### src/rtl/uart_tx_cfg_pkg.sv
`default_nettype none
// ============================================================================
// Module  : uart_pkg
// Brief   : Shared FSM encodings, legal-range checks and divisor clamp.
// Revision: 1.0 - initial release
// ============================================================================
package uart_pkg;

  localparam logic [2:0] IDLE   = 3'd0;
  localparam logic [2:0] START  = 3'd1;
  localparam logic [2:0] DATA   = 3'd2;
  localparam logic [2:0] PARITY = 3'd3;
  localparam logic [2:0] STOP   = 3'd4;

  localparam int DATA_BITS_MIN  = 5;
  localparam int DATA_BITS_MAX  = 9;
  localparam int FIFO_DEPTH_MIN = 2;
  localparam int FIFO_DEPTH_MAX = 64;

  // Divisors below this are clamped up so every bit spans at least two clocks.
  localparam int DIV_MIN = 2;

  function automatic bit data_bits_ok(input int n);
    return (n >= DATA_BITS_MIN) && (n <= DATA_BITS_MAX);
  endfunction

  function automatic bit fifo_depth_ok(input int n);
    return (n >= FIFO_DEPTH_MIN) && (n <= FIFO_DEPTH_MAX) && ((n & (n - 1)) == 0);
  endfunction

endpackage
`default_nettype wire

### src/rtl/uart_tx_cfg_if.sv
`default_nettype none
// ============================================================================
// Module  : uart_tx_cfg_if
// Brief   : Producer-side STB/ACK byte write channel of the UART transmitter.
// Revision: 1.0 - initial release
// ============================================================================
interface uart_tx_cfg_if #(
  parameter int DATA_BITS = 8
) ();

  logic                 STBi;
  logic [DATA_BITS-1:0] DATi;
  logic                 ACKi;

  modport master (
    output STBi,
    output DATi,
    input  ACKi
  );

  modport slave (
    input  STBi,
    input  DATi,
    output ACKi
  );

endinterface
`default_nettype wire

### src/rtl/uart_tx_cfg_fifo.sv
`default_nettype none
// ============================================================================
// Module  : uart_tx_fifo
// Brief   : Synchronous first-word-fall-through FIFO with wrap-flag pointers.
// Revision: 1.0 - initial release
// ============================================================================
module uart_tx_fifo
  import uart_pkg::*;
#(
  parameter int DATA_BITS  = 8,
  parameter int FIFO_DEPTH = 4
) (
  input  logic                 CLK,
  input  logic                 RSTn,
  input  logic                 WR,
  input  logic [DATA_BITS-1:0] WDAT,
  input  logic                 RD,
  output logic [DATA_BITS-1:0] RDAT,
  output logic                 FULL,
  output logic                 EMPTY
);

  localparam int            c_AW      = $clog2(FIFO_DEPTH);
  localparam logic [c_AW:0] c_PTR_ONE = (c_AW + 1)'(1);

  if (!fifo_depth_ok(FIFO_DEPTH)) begin : g_bad_fifo_depth
    $error("uart_tx_fifo: FIFO_DEPTH must be a power of two in 2..64");
  end

  logic [DATA_BITS-1:0] r_mem [FIFO_DEPTH];
  logic [c_AW:0]        r_wptr;
  logic [c_AW:0]        r_rptr;
  logic                 w_rd;
  logic                 w_wr;

  assign EMPTY = (r_wptr == r_rptr);
  assign FULL  = (r_wptr[c_AW] != r_rptr[c_AW]) &&
                 (r_wptr[c_AW-1:0] == r_rptr[c_AW-1:0]);

  // A pop in the same cycle frees a slot, so a full FIFO still takes the write.
  assign w_rd = RD && !EMPTY;
  assign w_wr = WR && (!FULL || w_rd);

  assign RDAT = r_mem[r_rptr[c_AW-1:0]];

  always_ff @(posedge CLK) begin
    if (w_wr) begin
      r_mem[r_wptr[c_AW-1:0]] <= WDAT;
    end
  end

  always_ff @(posedge CLK or negedge RSTn) begin
    if (!RSTn) begin
      r_wptr <= '0;
      r_rptr <= '0;
    end else begin
      if (w_wr) begin
        r_wptr <= r_wptr + c_PTR_ONE;
      end
      if (w_rd) begin
        r_rptr <= r_rptr + c_PTR_ONE;
      end
    end
  end

endmodule
`default_nettype wire

### src/rtl/uart_tx_cfg.sv
`default_nettype none
// ============================================================================
// Module  : uart_tx_cfg
// Brief   : Configurable UART transmitter with TX FIFO and frame-aligned baud.
// Revision: 1.0 - initial release
// ============================================================================
module uart_tx_cfg
  import uart_pkg::*;
#(
  parameter int DATA_BITS  = 8,
  parameter int FIFO_DEPTH = 4,
  parameter int DIV_W      = 16
) (
  input  logic             CLK,
  input  logic             RSTn,
  uart_tx_cfg_if.slave     bus,
  input  logic [DIV_W-1:0] DIV,
  input  logic             PAR_EN,
  input  logic             PAR_ODD,
  input  logic             STOP2,
  output logic             TXD,
  output logic             BUSY,
  output logic             FIFO_EMPTY
);

  localparam int               c_BCW      = $clog2(DATA_BITS + 1);
  localparam logic [DIV_W-1:0] c_DIV_ONE  = DIV_W'(1);
  localparam logic [DIV_W-1:0] c_DIV_MIN  = DIV_W'(DIV_MIN);
  localparam logic [c_BCW-1:0] c_BC_ONE   = c_BCW'(1);
  localparam logic [c_BCW-1:0] c_LAST_BIT = c_BCW'(DATA_BITS - 1);

  if (!data_bits_ok(DATA_BITS)) begin : g_bad_data_bits
    $error("uart_tx_cfg: DATA_BITS must be in 5..9");
  end

  logic [2:0]           r_state;
  logic [DIV_W-1:0]     r_cnt;
  logic [DIV_W-1:0]     r_div;
  logic [DATA_BITS-1:0] r_shift;
  logic [c_BCW-1:0]     r_bitcnt;
  logic                 r_par_en;
  logic                 r_par_bit;
  logic                 r_stop2;
  logic                 r_txd;
  logic                 r_ack;

  logic                 w_full;
  logic                 w_empty;
  logic                 w_push;
  logic                 w_pop;
  logic                 w_bit_end;
  logic                 w_frame_end;
  logic [DATA_BITS-1:0] w_rdat;
  logic [DIV_W-1:0]     w_div_eff;

  assign w_div_eff   = (DIV < c_DIV_MIN) ? c_DIV_MIN : DIV;
  assign w_bit_end   = (r_cnt == '0);
  assign w_frame_end = (r_state == STOP) && w_bit_end && (r_bitcnt == '0);

  // Popping at the last STOP cycle chains the next START with no idle gap.
  assign w_pop  = !w_empty && ((r_state == IDLE) || w_frame_end);
  assign w_push = bus.STBi && !r_ack && (!w_full || w_pop);

  uart_tx_fifo #(
    .DATA_BITS  (DATA_BITS),
    .FIFO_DEPTH (FIFO_DEPTH)
  ) u_fifo (
    .CLK   (CLK),
    .RSTn  (RSTn),
    .WR    (w_push),
    .WDAT  (bus.DATi),
    .RD    (w_pop),
    .RDAT  (w_rdat),
    .FULL  (w_full),
    .EMPTY (w_empty)
  );

  always_ff @(posedge CLK or negedge RSTn) begin
    if (!RSTn) begin
      r_ack <= 1'b0;
    end else begin
      r_ack <= w_push;
    end
  end

  always_ff @(posedge CLK or negedge RSTn) begin
    if (!RSTn) begin
      r_state   <= IDLE;
      r_cnt     <= '0;
      r_div     <= c_DIV_MIN;
      r_shift   <= '0;
      r_bitcnt  <= '0;
      r_par_en  <= 1'b0;
      r_par_bit <= 1'b0;
      r_stop2   <= 1'b0;
      r_txd     <= 1'b1;
    end else begin
      if (r_state != IDLE) begin
        if (w_bit_end) begin
          r_cnt <= r_div - c_DIV_ONE;
          case (r_state)
            START: begin
              r_state  <= DATA;
              r_txd    <= r_shift[0];
              r_shift  <= r_shift >> 1;
              r_bitcnt <= '0;
            end
            DATA: begin
              if (r_bitcnt == c_LAST_BIT) begin
                // Reused as the remaining-stop-bits counter from here on.
                r_bitcnt <= {{(c_BCW-1){1'b0}}, r_stop2};
                if (r_par_en) begin
                  r_state <= PARITY;
                  r_txd   <= r_par_bit;
                end else begin
                  r_state <= STOP;
                  r_txd   <= 1'b1;
                end
              end else begin
                r_bitcnt <= r_bitcnt + c_BC_ONE;
                r_txd    <= r_shift[0];
                r_shift  <= r_shift >> 1;
              end
            end
            PARITY: begin
              r_state <= STOP;
              r_txd   <= 1'b1;
            end
            STOP: begin
              if (r_bitcnt != '0) begin
                r_bitcnt <= r_bitcnt - c_BC_ONE;
              end else begin
                r_state <= IDLE;
                r_txd   <= 1'b1;
              end
            end
            default: begin
              r_state <= IDLE;
              r_txd   <= 1'b1;
            end
          endcase
        end else begin
          r_cnt <= r_cnt - c_DIV_ONE;
        end
      end

      // Frame load wins over the STOP->IDLE step above; config is frozen here.
      if (w_pop) begin
        r_state   <= START;
        r_txd     <= 1'b0;
        r_shift   <= w_rdat;
        r_div     <= w_div_eff;
        r_cnt     <= w_div_eff - c_DIV_ONE;
        r_par_en  <= PAR_EN;
        r_par_bit <= (^w_rdat) ^ PAR_ODD;
        r_stop2   <= STOP2;
      end
    end
  end

  assign TXD        = r_txd;
  assign BUSY       = (r_state != IDLE);
  assign FIFO_EMPTY = w_empty;
  assign bus.ACKi   = r_ack;

endmodule
`default_nettype wire
### src/flat_wrapper.sv
// flat-port wrapper written by rule: the top's interface ports become plain ports
module uart_tx_cfg_flat import uart_pkg::*;
#(
  parameter int DATA_BITS  = 8,
  parameter int FIFO_DEPTH = 4,
  parameter int DIV_W      = 16
)
  (CLK, RSTn, DIV, PAR_EN, PAR_ODD, STOP2, TXD, BUSY, FIFO_EMPTY, bus_STBi, bus_DATi, bus_ACKi);
  uart_tx_cfg_if #(.DATA_BITS(DATA_BITS)) bus_i ();
  input  logic CLK;
  input  logic RSTn;
  input  logic [DIV_W-1:0] DIV;
  input  logic PAR_EN;
  input  logic PAR_ODD;
  input  logic STOP2;
  output logic TXD;
  output logic BUSY;
  output logic FIFO_EMPTY;
  input wire logic [$bits(bus_i.STBi)-1:0] bus_STBi;
  input wire logic [$bits(bus_i.DATi)-1:0] bus_DATi;
  output wire logic [$bits(bus_i.ACKi)-1:0] bus_ACKi;
  assign bus_i.STBi = bus_STBi;
  assign bus_i.DATi = bus_DATi;
  assign bus_ACKi = bus_i.ACKi;
  uart_tx_cfg #(.DATA_BITS(DATA_BITS), .FIFO_DEPTH(FIFO_DEPTH), .DIV_W(DIV_W)) u_core (.CLK(CLK), .RSTn(RSTn), .bus(bus_i), .DIV(DIV), .PAR_EN(PAR_EN), .PAR_ODD(PAR_ODD), .STOP2(STOP2), .TXD(TXD), .BUSY(BUSY), .FIFO_EMPTY(FIFO_EMPTY));
endmodule
### config.mk
export PLATFORM = sky130hd
export DESIGN_NAME = uart_tx_cfg_flat
export DESIGN_NICKNAME = d
export VERILOG_FILES = /design/src/rtl/uart_tx_cfg_pkg.sv /design/src/rtl/uart_tx_cfg_if.sv /design/src/rtl/uart_tx_cfg_fifo.sv /design/src/rtl/uart_tx_cfg.sv /design/src/flat_wrapper.sv
export SDC_FILE = /design/constraint.sdc
export NUM_CORES = 1
export LEC_CHECK = 0
export ABC_AREA = 1
export CORE_ASPECT_RATIO = 1.5
export CORE_MARGIN = 4
export CORE_UTILIZATION = 35
export DETAILED_ROUTE_END_ITERATION = 16
export PLACE_DENSITY_LB_ADDON = 0.15
export SLEW_MARGIN = 20
export SYNTH_ARGS = -nofsm -noshare
export SYNTH_HDL_FRONTEND = slang
export SYNTH_HIERARCHICAL = 1
export SYNTH_SLANG_ARGS = --single-unit
### constraint.sdc
create_clock -name CLK -period 7.2 [get_ports CLK]
set_input_delay 0.72 -clock CLK [delete_from_list [all_inputs] [get_ports CLK]]
set_output_delay 0.72 -clock CLK [all_outputs]
set_load 0.005 [all_outputs]
# --- Word level (Yosys, flattened, before mapping) ---
# Memory sizes are Yosys's and may differ from the RTL's.
# Cells that the tools add are included.
totals:
  reg_bits: 58
  input_bits: 30
  wordCells: 90
  memories: 1
  out_inout_bits: 4
  ram_bits: 32
memory_table:
  columns: ["memory", "words", "word_bits", "read_ports", "rd_clocked_by_memory_dff", "write_ports", "line_no", "rtl"]
  rows:
  - ["u_core.u_fifo.r_mem", 4, 8, 1, 0, 1, "uart_tx_cfg_fifo.sv:30", "logic [DATA_BITS-1:0] r_mem [FIFO_DEPTH];"]
classes:
  bitwise: 1
  magnitude_cmp: 1
  reduce_logical: 28
  mux: 28
  add_sub_neg: 7
  eq_ne: 12
op_table:
  columns: ["operator", "n"]
  rows:
  - ["$mux W16", 4]
  - ["$sub A16 B1 Y16 const B", 3]
  - ["$mux W8", 4]
  - ["$mux W3", 6]
  - ["$logic_not A16 Y1", 1]
  - ["$lt A16 B2 Y1 const B", 1]
  - ["$pmux W8 S2", 1]
  - ["$pmux W3 S4", 1]
  - ["$pmux W4 S3", 1]
  - ["$reduce_and A4 Y1", 3]
  - ["$reduce_bool A3 Y1", 3]
  - ["$logic_and A1 B1 Y1", 8]
  - ["$mux W1", 8]
  - ["$mux W4", 2]
  - ["$reduce_xor A8 Y1", 1]
  - ["$add A3 B1 Y3 const B", 2]
  - ["$eq A3 B2 Y1 const B", 2]
  - ["$ne A3 B3 Y1 const B", 2]
  - ["$add A4 B1 Y4 const B", 1]
  - ["$eq A4 B3 Y1 const B", 1]
  - ["$logic_not A4 Y1", 1]
  - ["$reduce_bool A2 Y1", 2]
  - ["$reduce_bool A4 Y1", 1]
  - ["$sub A4 B1 Y4 const B", 1]
  - ["other kinds (13)", 17]

# --- Logic depth before layout (Yosys ltp) ---
# Gate-level depths: netlist (run 1).
logic_depth:
  ltp_word: 10
  ltp_mapped: 19
  ltp_nobuf: 18

# --- Modules after synthesis ---
# Netlist (run 1), hierarchy kept.
modules_own_cells:
  columns: ["module", "n_inst", "area_each_um2", "cells_each"]
  rows:
  - ["uart_tx_cfg", 1, 3258.1, 458]
  - ["uart_tx_fifo", 1, 1655.3, 137]

# --- Worst setup path after synthesis (run 1) ---
# No wires, ideal clock.
synth_path:
  path_type: "flip-flop to flip-flop"
  startpoint: "register u_core.u_fifo.r_rptr[1]"
  endpoint: "memory u_core.u_fifo.r_mem[0][0], enable pin"
  setup_time_ps: 371
  synth_period_minus_slack_ps: 2758
  setup_slack_ps: 4442
  t_arrival_ps: 2388
  path_stages_with_launch: 15
  cell_sequence: "dfrtp_1 -> buf_4 -> nand2_1 -> nand2_2 -> nand3_2 -> inv_1 -> nor2_4 -> nand2_4 -> buf_2 -> buf_1 -> nand2_1 -> nand2_1 -> nor2_1 -> nand2_4 -> nor2_1"
synth_between:
  elab_chain_cells: 8
synth_rtl:
  columns: ["element", "line_no", "rtl"]
  rows:
  - ["start, declared", "uart_tx_cfg_fifo.sv:32", "logic [c_AW:0] r_rptr;"]
  - ["start signal, assigned", "uart_tx_cfg_fifo.sv:61", "r_rptr <= r_rptr + c_PTR_ONE;"]
  - ["$eq A3 B3 Y1", "uart_tx_cfg_fifo.sv:36", "assign EMPTY = (r_wptr == r_rptr);"]
  - ["via FIFO_EMPTY", "flat_wrapper.sv:18", "output logic FIFO_EMPTY;"]
  - ["$logic_not A1 Y1", "uart_tx_cfg.sv:61", "assign w_pop = !w_empty && ((r_state == IDLE) || w_frame_end);"]
  - ["$logic_and A1 B1 Y1", "uart_tx_cfg.sv:61", null]
  - ["$logic_or A1 B1 Y1", "uart_tx_cfg.sv:62", "assign w_push = bus.STBi && !r_ack && (!w_full || w_pop);"]
  - ["$logic_and A1 B1 Y1", "uart_tx_cfg.sv:62", null]
  - ["via u_core.w_push", "uart_tx_cfg.sv:49", "logic w_push;"]
  - ["$logic_and A1 B1 Y1", "uart_tx_cfg_fifo.sv:42", "assign w_wr = WR && (!FULL || w_rd);"]
  - ["$mux W1", "uart_tx_cfg_fifo.sv:47", "if (w_wr) begin"]
  - ["$mux W1 (implied by the code)", "uart_tx_cfg_fifo.sv:48", "r_mem[r_wptr[c_AW-1:0]] <= WDAT;"]
  - ["end, declared", "uart_tx_cfg_fifo.sv:30", null]
# The timed path passes the listed nets, and every way through them passes these cells.

# --- Final worst setup path (run 1) ---
layout_path:
  startpoint: "register u_core.u_fifo.r_rptr[0]"
  endpoint: "memory u_core.u_fifo.r_mem[1][1], enable pin"
layout_between:
  elab_chain_cells: 8
layout_rtl:
  columns: ["element", "line_no", "rtl"]
  rows:
  - ["$eq A3 B3 Y1 *", "uart_tx_cfg_fifo.sv:36", null]
  - ["$logic_not A1 Y1 *", "uart_tx_cfg.sv:61", null]
  - ["$logic_and A1 B1 Y1 *", "uart_tx_cfg.sv:61", null]
  - ["via u_core.w_pop", "uart_tx_cfg.sv:50", "logic w_pop;"]
  - ["$logic_or A1 B1 Y1 / $logic_and A1 B1 Y1 (equally long branches)", "uart_tx_cfg.sv:62, uart_tx_cfg_fifo.sv:41", null]
  - ["$logic_and A1 B1 Y1 / $logic_or A1 B1 Y1 (equally long branches)", "uart_tx_cfg.sv:62, uart_tx_cfg_fifo.sv:42", null]
  - ["$logic_and A1 B1 Y1 *", "uart_tx_cfg_fifo.sv:42", null]
  - ["$mux W1 *", "uart_tx_cfg_fifo.sv:47", null]
  - ["$mux W1 (implied by the code) *", "uart_tx_cfg_fifo.sv:48", null]
# The timed path passes the listed nets; every way through them passes the cells marked *.

==> results of run 1 <==
[worst max path at each step]
stage                                   startpoint  slack (ns)  cells past startpoint                             endpoint
5_1_grt        u_core/u_fifo/r_rptr[0]$_DFFE_PN0P_        3.31                     10  u_core/u_fifo/r_mem[3][7]$_DFFE_PP_
2_1_floorplan  u_core/u_fifo/r_rptr[1]$_DFFE_PN0P_        4.44                     14  u_core/u_fifo/r_mem[0][0]$_DFFE_PP_
6_report       u_core/u_fifo/r_rptr[0]$_DFFE_PN0P_        3.67                     10  u_core/u_fifo/r_mem[1][1]$_DFFE_PP_
4_1_cts        u_core/u_fifo/r_rptr[0]$_DFFE_PN0P_        3.66                     10  u_core/u_fifo/r_mem[1][3]$_DFFE_PP_
3_3_place_gp   u_core/u_fifo/r_rptr[0]$_DFFE_PN0P_        3.80                     10  u_core/u_fifo/r_mem[1][2]$_DFFE_PP_
3_5_place_dp   u_core/u_fifo/r_rptr[0]$_DFFE_PN0P_        3.65                     10  u_core/u_fifo/r_mem[1][1]$_DFFE_PP_
[per-stage QoR]
stage / util / setup WS (ns) / instances / total power, W / cell area (um2)
6_report: 0.4128 / 3.673 / 791 / 0.002753 / 5640
5_1_grt: 0.4128 / 3.313 / 791 / 0.003012 / 5640
4_1_cts: 0.4128 / 3.659 / 791 / 0.002789 / 5640
3_5_place_dp: 0.3922 / 3.648 / 775 / 0.002325 / 5359
3_3_place_gp: 0.3922 / 3.802 / 775 / 0.002306 / 5359
2_1_floorplan: - / 4.442 / 595 / 0.001972 / 4913
[routing by layer]
metal / vias up / track usage
li1: 1980 / -
met1: 1868 / 0.1722
met2: 98 / 0.2914
met3: 24 / 0.02658
met4: 0 / 0.07505
met5: - / 0
[critical path: stages, from the launching register on]
cell and delay [ns]:
dfrtp_1 0.77, xnor2_4 0.17, nand3_2 0.15, inv_1 0.10, nor2_4 0.37, nand2_4 0.39
clkinv_1 0.34, inv_1 0.11, nand4_4 0.14, nand2_4 0.09, nor2_1 0.52
[power by group]
part / internal [W] / total [W] / switching, W
Sequential: 0.000731 / 0.000852 / 0.000122
Clock: 0.000268 / 0.000454 / 0.000185
Combinational: 0.000485 / 0.00145 / 0.000962
[layout by cell type, fill, tap and decap left out, types with 8 or more instances in the layout]
cell type and n:
nand3_1 56, ha_1 9, nor2_1 61, dfrtp_1 56, nand2_1 169, clkbuf_16 9, xor2_1 11, edfxtp_1 32
nand2_2 12, inv_1 61, o22ai_1 8, o211ai_1 10, o21ai_0 43, clkdlybuf4s50_1 32
[Yosys cell counts (3+ instances only)]
library cell  count
o21ai_0          43
edfxtp_1         32
nor2_1           61
xnor2_1           6
a21oi_1           4
o211ai_1         10
nand2_4           4
xor2_1           11
nand3_1          56
inv_1            61
buf_2             9
nand2_2          12
dfrtp_1          56
o21bai_1          3
nor2_4            7
ha_1              9
nor2_2            7
nand2_1         169
o21ai_1           3
o22ai_1           8
buf_1             3
[final cells by class]
cell class	instances	area (um2)	area share
sequential	90	2415	0.4281
multi-input combinational	425	2168	0.3844
timing repair buffer	34	332.8	0.05901
clock buffer	13	240.2	0.04259
inverter	64	240.2	0.04259
tap	162	202.7	0.03594
clock inverter	3	41.29	0.007320
[registers in the layout (all words and copies together) (netlist names)]
register and flops:
u_core/u_fifo/r_mem 32, u_core/r_cnt 16, u_core/r_div 16, u_core/r_shift 8
u_core/r_bitcnt 4, u_core/r_state 3, u_core/u_fifo/r_rptr 3, u_core/u_fifo/r_wptr 3
u_core/TXD 1, u_core/bus.ACKi 1, u_core/r_par_bit 1, u_core/r_par_en 1
u_core/r_stop2 1
[kinds of logic (layout without fill, tap and decap cells)]
family | Yosys count | after routing
AOI/OAI and AO/OA | 73 | 73
adders and majority gates | 9 | 9
buffers and inverters | 80 | 114
xor gates and xnor gates | 18 | 18
DFF | 90 | 90
and+or+nand+nor | 325 | 325
==> metrics.md, run 1 <==
| Metric | Value |
|---|---|
| Startpoint Class | register |
| Part of the Yosys area used for sequential elements | 0.4915 |
| Final setup skew | 0.009057 ns |
| Hold_sp | u_core/r_div[2]$_DFFE_PN0N_ |
| IO buf count | 33 |
| Clk_lat worst skew | 0.34 ns |
| Routed WL | 12.20 mm |
| Met3 wire len | 448 um |
| Syn. warnings | 6 |
| Die area | 16040 um2 |
| CTS root buffer | clkbuf_16 |
| CTS tree | yes |
| Mean routed wirelength per cell | 15.42 um |
| CP Max Fanout | 50 |
| Initial antenna violation count | 0 |
| Max IR drop VDD | 0.1674 mV |
| Min-delay worst type | reg2reg |
| Fin Hold WS | 0.4741 ns |
| Top_reg_cell synth | dfrtp_1 |
| Worst r2r path cells | 10 |
| Critical path class | reg2reg |
| Chip Height | 153.1 um |
| Fin nets | 663 |
| Setup TNS | 0 ns |
| Top Layer Used | met4 |
| Hold endpoint | u_core/r_div[2]$_DFFE_PN0N_ |
| Gr ovfl total | 0 |
| Vias | 3970 |
| Fmax | 283.5 MHz |
| Final hold violations | 0 |
| Core Box Area | 13660 um2 |
| Hold depth | 2 |
| Global placement routability congestion | 0.9866 |
| Residual DRC | 0 |
| Worst Tran Pin Value | 0.7629 ns |
| Reg2Reg Setup Slack | 3.67 ns |
| Worst-path clk slew | 0.07 ns |
| N_diodes | 0 |
| Min Tclk post-route | 3.527 ns |
| Gr usage total | 0.1574 |
| Mapped Cells | 595 |
| Count of different cell masters after synthesis | 37 |
| Initial core utilization | 0.3596 |
| Wire length of the first global-routing pass | 19.98 mm |
| DIE WIDTH | 104.7 um |
| Vias in the first global route | 3840 |
| HPWL after DPL | 9.135 mm |
| Largest net degree at the start of global routing | 59 |
| RR Startpoint | u_core/u_fifo/r_rptr[0]$_DFFE_PN0P_ |
| Yosys top cell by area | dfrtp_1 |
| Post-synthesis adder-cell area fraction | 0.02292 |
| Mapped Area | 4913 um2 |
| Row count | 52 |
| Flop and latch count out of synthesis | 90 |
| Drt first-iter violations | 141 |
| Worst EP required | 7.17 ns |
| Synth Area in Simple Gates | 0.2982 |
| Final setup violation count | 0 |
| Layout cells sized above 1 | 0.08426 |
| Post-CTS sizing | 0 |
| Pleak | 2.573 nW |
| Drt first pass iters | 6 |
| Max transition margin | 0.4900 |
| Area Growth Syn to Fin | 14.80% |
| Met1 wire length | 4.790 mm |
| Critical path arrival | 3.50 ns |
| TritonCTS Buffers | 9 |
| DRT antenna net count | 0 |
| Met2 WL | 6.573 mm |
| Fill cells | 1394 |
| Post-Synth XOR/XNOR Area | 0.03591 |
| Post-CTS setup buffer count | 0 |
| Sink Count | 90 |
| Fin crit share | 0.4899 |
| Syn avg cell area | 8.258 um2 |
| Main combinational cell family by area after synthesis | simple AND/OR/NAND/NOR gates |
| Synth top area share | 0.2852 |
| H-tree depth | 3 |
| Hold_buf cts | 0 |
| Post-synthesis mux area share | 0 |
| Clock tree buffer depth | 2 |
| Synth Net Count | 634 |
| PD cells | 488.1 nW/um2 |
| Synth Area in Compound Gates | 0.08429 |
| Max-cap violation count | 0 |
| Status | finished, final reports clean |
| Main area contributors after synthesis | dfrtp_1 29%, edfxtp_1 20%, nand2_1 13% |
| Slew Limit Fails | 0 |
| RSZ-0062 raised after global routing | false |
| R2R Path End | u_core/u_fifo/r_mem[1][1]$_DFFE_PP_ |
| Ys async rst share | 0.6444 |
| Crit. End Element | register |
| Vias per inst | 5.019 |
| IO Pins | 34 |
| Number of synthesized flops with an enable pin | 32 |
No activity file was read; power rests on OpenSTA's default activity.
==> run 2, diff against run 1 <==
==> constraint.sdc (replaced) <==
create_clock -name CLK -period 3 [get_ports CLK]
set_input_delay 0.3 -clock CLK [delete_from_list [all_inputs] [get_ports CLK]]
set_output_delay 0.3 -clock CLK [all_outputs]
set_load 0.005 [all_outputs]
==> run 2 against run 1 <==
Fmax increased by 34%. Via count decreased by 2.8%. Final cell count increased by 1.5%. Die area unchanged. Critical path type unchanged. Non-clock buffer count increased by 12. Highest routed layer unchanged. Register-to-register slack got worse by 3.3 ns. First-iteration DRC count increased by 11%. Sequential share of layout area decreased by 0.71 points.
==> metrics.md, run 2 (synthesis gave the netlist of run 1 again) <==
| Metric | Value |
|---|---|
| Residual DRC | 0 (unchanged) |
| H-tree depth | 3 (unchanged) |
| Fmax | 380.3 MHz (was 283.5 MHz) |
| Crit. End Element | register (unchanged) |
| TritonCTS Buffers | 9 (unchanged) |
| Status | finished, final reports clean (unchanged) |
| Core Box Area | 13660 um2 (unchanged) |
| DIE WIDTH | 104.7 um (unchanged) |
| Worst Tran Pin Value | 0.7698 ns (was 0.7629 ns) |
| N_diodes | 0 (unchanged) |
| Global placement routability congestion | 0.8109 (was 0.9866) |
| Max IR drop VDD | 0.4255 mV (was 0.1674 mV) |
| CTS root buffer | clkbuf_16 (unchanged) |
| Area Growth Syn to Fin | 16.73% (was 14.80%) |
| Critical path arrival | 2.86 ns (was 3.50 ns) |
| Setup TNS | 0 ns (unchanged) |
| Routed WL | 11.37 mm (was 12.20 mm) |
| Gr ovfl total | 0 (unchanged) |
| DRT antenna net count | 0 (unchanged) |
| Max transition margin | 0.4868 (was 0.4900) |
| Chip Height | 153.1 um (unchanged) |
| Post-CTS setup buffer count | 0 (unchanged) |
| Worst-path clk slew | 0.07 ns (about the same) |
| Hold_buf cts | 0 (unchanged) |
| Slew Limit Fails | 0 (unchanged) |
| Worst EP required | 3.23 ns (was 7.17 ns) |
| Largest net degree at the start of global routing | 59 (unchanged) |
| Gr usage total | 0.1513 (was 0.1574) |
| Mean routed wirelength per cell | 14.15 um (was 15.42 um) |
| Worst r2r path cells | 17 (was 10) |
| Final setup skew | 0.009858 ns (was 0.009057 ns) |
| Sink Count | 90 (unchanged) |
| CTS tree | yes (unchanged) |
| Min-delay worst type | in2async (was reg2reg) |
| Wire length of the first global-routing pass | 19.53 mm (was 19.98 mm) |
| Pleak | 2.636 nW (was 2.573 nW) |
| Min Tclk post-route | 2.630 ns (was 3.527 ns) |
| Post-CTS sizing | 0 (unchanged) |
| Fill cells | 1360 (was 1394) |
| PD cells | 1159 nW/um2 (was 488.1 nW/um2) |
| Initial core utilization | 0.3596 (unchanged) |
| IO Pins | 34 (unchanged) |
| Fin crit share | 0.8766 (was 0.4899) |
| Final hold violations | 0 (unchanged) |
| Reg2Reg Setup Slack | 0.37 ns (was 3.67 ns) |
| Drt first pass iters | 5 (was 6) |
| Initial antenna violation count | 0 (unchanged) |
| Die area | 16040 um2 (unchanged) |
| Vias in the first global route | 3950 (was 3840) |
| Row count | 52 (unchanged) |
| Worst setup path end | u_core/r_cnt[10]$_DFFE_PN0P_ (was u_core/u_fifo/r_mem[1][1]$_DFFE_PP_) |
| HPWL after DPL | 8.592 mm (was 9.135 mm) |
| IO buf count | 33 (unchanged) |
| Clock tree buffer depth | 2 (unchanged) |
| Layout cells sized above 1 | 0.1045 (was 0.08426) |
| RSZ-0062 raised after global routing | false (unchanged) |
| Final setup violation count | 0 (unchanged) |
| Max-cap violation count | 0 (unchanged) |
| Final total power | 0.006647 W (was 0.002753 W) |
| Critical Path Source | u_core/u_fifo/r_rptr[1]$_DFFE_PN0P_ (was u_core/u_fifo/r_rptr[0]$_DFFE_PN0P_) |
| Critical path class | reg2reg (unchanged) |
| Commonest non-fill, non-tap cell in the layout | nand2_1 (unchanged) |
| Fin Hold WS | 0.1001 ns (was 0.4741 ns) |
| RR Startpoint | u_core/u_fifo/r_rptr[1]$_DFFE_PN0P_ (was u_core/u_fifo/r_rptr[0]$_DFFE_PN0P_) |
| Max reg flops | 32 (unchanged) |
| Vias | 3858 (was 3970) |
| CP Max Fanout | 34 (was 50) |
| Most frequent cells in the layout | 169 x nand2_1, 61 x nor2_1, 61 x inv_1 (unchanged) |
| Drt first-iter violations | 156 (was 141) |
| Fin nets | 675 (was 663) |
| Startpoint Class | register (unchanged) |
| Vias per inst | 4.804 (was 5.019) |
| R2R Path End | u_core/r_cnt[10]$_DFFE_PN0P_ (was u_core/u_fifo/r_mem[1][1]$_DFFE_PP_) |
| Clk_lat worst skew | 0.34 ns (about the same) |
==> run 2: cell types whose count changed in the layout (fill, tap and decap cells not counted), sizes merged <==
cell      before  now
buf            2   14
clkinvlp       1    2
clkbuf        13   10
clkinv         2    4
==> run 2: stage by stage <==
stage,setup WS [ns],cells,cell area (um2),util
2_1_floorplan,0.2417,595,4913,-
3_3_place_gp,0.1354,786,5441,0.3983
3_5_place_dp,0.04487,786,5441,0.3983
4_1_cts,0.02665,802,5728,0.4192
5_1_grt,0.05922,803,5736,0.4198
6_report,0.3703,803,5736,0.4198
==> run 2: worst max-delay path, cell delays in order, from the launching register on <==
cell and delay [ns]:
dfrtp_1 0.43, inv_1 0.20, nand2_1 0.09, nand2_2 0.11, nand3_2 0.12, inv_1 0.17
nor2_4 0.06, nand2_4 0.31, nand2_1 0.09, nand2_1 0.09, inv_1 0.06, ha_1 0.20
nand2_1 0.27, nor2_4 0.09, nand2_1 0.06, nand2_1 0.04, nand3_1 0.06, nand2_1 0.05
==> run 2: worst min path at each step <==
stage	from	cells past startpoint	slack [ns]	to
after floorplan	RSTn	0	0.004	u_core/bus.ACKi$_DFF_PN0_
after global placement	u_core/r_div[1]$_DFFE_PN1N_	2	0.45	u_core/r_div[1]$_DFFE_PN1N_
after detailed placement	u_core/r_div[1]$_DFFE_PN1N_	2	0.46	u_core/r_div[1]$_DFFE_PN1N_
after CTS	RSTn	2	0.16	u_core/r_div[2]$_DFFE_PN0N_
after global routing	RSTn	2	0.20	u_core/r_par_en$_DFFE_PN0N_
final	RSTn	2	0.10	u_core/r_div[2]$_DFFE_PN0N_
==> run 2: power by group <==
group / internal (W) / leakage (nW) / total [W] / switching [W]
Sequential: 0.00175 / 1.01 / 0.00202 / 0.000264
Combinational: 0.00125 / 1.49 / 0.00353 / 0.00228
Clock: 0.000639 / 0.134 / 0.00110 / 0.000457
Total: 0.00364 / 2.64 / 0.00665 / 0.00301
==> run 2: cell type report <==
cell class,instances,area (um2),area share
clock buffers,10,229.0,0.03992
clock inverters,6,57.56,0.01003
inverters,64,240.2,0.04188
multi-input cells,425,2168,0.3781
flip-flops and latches,90,2415,0.4210
well taps,162,202.7,0.03534
repair buffers,46,422.9,0.07373
==> run 2: metal layers <==
layer | vias up | track usage | part of all wire
met2 | 53 | 0.2718 | 0.52
li1 | 1996 | - | -
met4 | 0 | 0.06379 | 0.024
met3 | 15 | 0.02194 | 0.027
met5 | - | 0 | 0
met1 | 1794 | 0.1786 | 0.43
==> run 3, diff against run 2 <==
--- a/config.mk
+++ b/config.mk
@@ -5,7 +5,6 @@
 export SDC_FILE = /design/constraint.sdc
 export NUM_CORES = 1
 export LEC_CHECK = 0
-export ABC_AREA = 1
 export CORE_ASPECT_RATIO = 1.5
 export CORE_MARGIN = 4
 export CORE_UTILIZATION = 35
==> run 3 against run 2 <==
The flow now finishes with violations (negative setup slack). Global-route usage up 2.2 points. Via count increased by 2.6%. Core utilization increased by 5.6 points. Highest routed layer unchanged. Sequential power rose by 6%. Setup slack lost 0.38 ns. Combinational power increased by 35%. Critical path type unchanged. Sequential cell count unchanged. Register-to-register slack got worse by 0.38 ns. First-iteration DRC count is 31% higher. Largest cell class unchanged. Total power is 20% higher.
==> metrics.md, run 3 <==
| Metric | Value |
|---|---|
| Critical path class | reg2reg (unchanged) |
| Gr ovfl total | 0 (unchanged) |
| Worst-path clk slew | 0.07 ns (about the same) |
| RSZ-0062 raised after global routing | true (was false) |
| TritonCTS Buffers | 9 (unchanged) |
| Routed WL | 12.68 mm (was 11.37 mm) |
| CTS root buffer | clkbuf_16 (unchanged) |
| Largest net degree at the start of global routing | 33 (was 59) |
| Layout cells sized above 1 | 0.2649 (was 0.1045) |
| Max reg flops | 32 (unchanged) |
| Residual DRC | 0 (unchanged) |
| Max IR drop VDD | 0.4919 mV (was 0.4255 mV) |
| Status | finished with violations (was finished, final reports clean) |
| Drt first-iter violations | 204 (was 156) |
| Final setup violation count | 2 (was 0) |
| Crit. End Element | register (unchanged) |
| HPWL after DPL | 9.307 mm (was 8.592 mm) |
| Clock tree buffer depth | 2 (unchanged) |
| PD cells | 1280 nW/um2 (was 1159 nW/um2) |
| Core Box Area | 13080 um2 (was 13660 um2) |
| Layout Utilization | 0.4761 (was 0.4198) |
| Initial antenna violation count | 0 (unchanged) |
| DIE WIDTH | 102.6 um (was 104.7 um) |
| Ys async rst share | 0.6444 (unchanged) |
| Global placement routability congestion | 0.9089 (was 0.8109) |
| Critical Path Slowest Stage Cell | dfrtp_1 (unchanged) |
| Final WS setup | -0.01075 ns (was 0.3703 ns) |
| Chip Height | 149.8 um (was 153.1 um) |
| Mapped Area | 4695 um2 (was 4913 um2) |
| IO Pins | 34 (unchanged) |
| Mean routed wirelength per cell | 17.39 um (was 14.15 um) |
| Most frequent cells in the layout | 84 x buf_4, 67 x nand2_1, 56 x dfrtp_1 (was 169 x nand2_1, 61 x nor2_1, 61 x inv_1) |
| Max-cap violation count | 0 (unchanged) |
| Synth top area share | 0.2985 (was 0.2852) |
| Vias per inst | 5.431 (was 4.804) |
| H-tree depth | 3 (unchanged) |
| Cells along the critical path | xor2_2 > or2_4 > nor2_4 > nor3_4 > o21ai_2 > buf_4 > nand3_1 > o211ai_1 > buf_4 > buf_4 > a2111oi_2 > buf_4 > nand3_2 > or3_1 > a31oi_1 (was inv_1 > nand2_1 > nand2_2 > nand3_2 > inv_1 > nor2_4 > nand2_4 > nand2_1 > nand2_1 > inv_1 > ha_1 > nand2_1 > nor2_4 > nand2_1 > nand2_1 > nand3_1 > nand2_1) |
| Slew Limit Fails | 0 (unchanged) |
| Setup TNS | -0.01895 ns (was 0 ns) |
| Fin crit share | 1.004 (was 0.8766) |
| Startpoint Class | register (unchanged) |
| Top_reg_cell synth | dfrtp_1 (unchanged) |
| Clk_lat worst skew | 0.35 ns (was 0.34 ns) |
| Synth Net Count | 492 (was 634) |
| Die area | 15370 um2 (was 16040 um2) |
| Top-count cell post-synth | nand2_1 (unchanged) |
| Sink Count | 90 (unchanged) |
| Final Cell Area | 6228 um2 (was 5736 um2) |
| Mapped Cells | 453 (was 595) |
| Critical path's largest stage delay | 0.41 ns (was 0.43 ns) |
| Row count | 51 (was 52) |
| Vias | 3959 (was 3858) |
| Worst Tran Pin Value | 0.8014 ns (was 0.7698 ns) |
| Fin nets | 604 (was 675) |
| Final total power | 0.007975 W (was 0.006647 W) |
| Gr usage total | 0.1729 (was 0.1513) |
| CTS tree | yes (unchanged) |
| CP Max Fanout | 4 (was 34) |
| Final setup skew | 0.009457 ns (was 0.009858 ns) |
| Area Growth Syn to Fin | 32.68% (was 16.73%) |
| Min Tclk post-route | 3.011 ns (was 2.630 ns) |
| Number of synthesized flops with an enable pin | 32 (unchanged) |
| DRT antenna net count | 0 (unchanged) |
| Final hold violations | 0 (unchanged) |
| N_diodes | 0 (unchanged) |
| Main area contributors after synthesis | dfrtp_1 30%, edfxtp_1 20%, nand2_1 5.4% (was dfrtp_1 29%, edfxtp_1 20%, nand2_1 13%) |
| Failing checks | negative setup slack |
| Count of different cell masters after synthesis | 66 (was 37) |
| Syn avg cell area | 10.36 um2 (was 8.258 um2) |
| Commonest non-fill, non-tap cell in the layout | buf_4 (was nand2_1) |
| Placed Area | 5731 um2 (was 5441 um2) |
| Part of the Yosys area used for sequential elements | 0.5144 (was 0.4915) |
| Fmax | 332.1 MHz (was 380.3 MHz) |
| Top post-synthesis cells by count | 67 x nand2_1, 56 x dfrtp_1, 43 x nor2_1, 32 x edfxtp_1 (was 169 x nand2_1, 61 x inv_1, 61 x nor2_1, 56 x dfrtp_1, 56 x nand3_1) |
| Min-delay worst type | in2async (unchanged) |
| Drt first pass iters | 7 (was 5) |
| Yosys top cell by area | dfrtp_1 (unchanged) |
| Wire length of the first global-routing pass | 20.40 mm (was 19.53 mm) |
| Hold_buf cts | 0 (unchanged) |
| Flop and latch count out of synthesis | 90 (unchanged) |
| IO buf count | 33 (unchanged) |
| Initial core utilization | 0.3589 (was 0.3596) |
| Pleak | 2.542 nW (was 2.636 nW) |
| Fin Hold WS | 0.04117 ns (was 0.1001 ns) |
| Vias in the first global route | 4033 (was 3950) |
| Syn. warnings | 6 (unchanged) |
| Max transition margin | 0.4658 (was 0.4868) |
| CP most frequent cell | buf_4 (was nand2_1) |
| Critical path arrival | 3.28 ns (was 2.86 ns) |
| Worst EP required | 3.27 ns (was 3.23 ns) |
run 3: what timing repair did:
| item | 4_1_cts | 5_1_grt |
|---|---|---|
| setup buffers | 4 | 11 |
| pin swaps | 7 | 18 |
| endpoints found under the setup margin | 7 | 10 |
| resized for setup | 4 | 17 |
| cloned | 0 | 0 |
run 3: path summary, 6_finish.rpt:
| check | startpoint | end | slack (ns) | cells after the start |
|---|---|---|---|---|
| worst max-delay path | u_core/u_fifo/r_wptr[0]$_DFFE_PN0P_ | u_core/r_cnt[15]$_DFFE_PN0P_ | -0.01 | 15 |
| worst min-delay path | RSTn | u_core/r_div[0]$_DFFE_PN0N_ | 0.04 | 1 |
| worst max register to register | u_core/u_fifo/r_wptr[0]$_DFFE_PN0P_ | u_core/r_cnt[15]$_DFFE_PN0P_ | -0.01 | 15 |
| worst min register to register | u_core/r_stop2$_DFFE_PN0N_ | u_core/r_stop2$_DFFE_PN0N_ | 0.48 | 2 |
| max in group asynchronous | RSTn | u_core/TXD$_DFFE_PN1P_ | 2.22 | 2 |
| min in group CLK | u_core/r_stop2$_DFFE_PN0N_ | u_core/r_stop2$_DFFE_PN0N_ | 0.48 | 2 |
run 3: cell type report:
class / count / area (um2)
fillers: 1211 / 6853
flip-flops and latches: 90 / 2415
multi-input cells: 333 / 2315
repair buffers: 119 / 978.4
clock buffers: 9 / 225.2
well taps: 159 / 198.9
clock inverters: 7 / 51.30
inverters: 12 / 45.04
run 3: logic make-up after synthesis:
logic type / count (synthesis) / synth area share
DFF: 90 / 0.5144
buffers and inverters: 30 / 0.02559
AOI/OAI and AO/OA: 115 / 0.1679
and+or+nand+nor: 173 / 0.1751
xor gates and xnor gates: 23 / 0.04291
muxes: 13 / 0.05011
adders and majority gates: 9 / 0.02399
run 3: routing by layer:
metal | routed length (um) | track usage | vias up
met5 | 0 | 0 | -
met4 | 564 | 0.08733 | 0
met3 | 467 | 0.02612 | 38
met2 | 6732 | 0.3063 | 98
met1 | 4911 | 0.1973 | 1926
li1 | - | - | 1897
run 3: report_power, final:
part	internal [W]	total (W)	switching, W
sequential	0.00179	0.00214	0.000352
combinational	0.00230	0.00477	0.00247
clock	0.000566	0.00106	0.000497
run 3: worst max-delay path, delay by kind of cell (launching register included):
family	cells	cell delay, ns
flops	1	0.41
xor+xnor	1	0.20
simple gates	6	0.89
buf+inv	4	0.63
compound gates	4	0.81
run 3: metrics by stage:
step,setup slack (ns),std cells
floorplan,-0.2862,453
global placement,-0.1687,698
detailed placement,-0.2130,698
CTS,0.002591,718
global route,-0.2118,729
finish,-0.01075,729
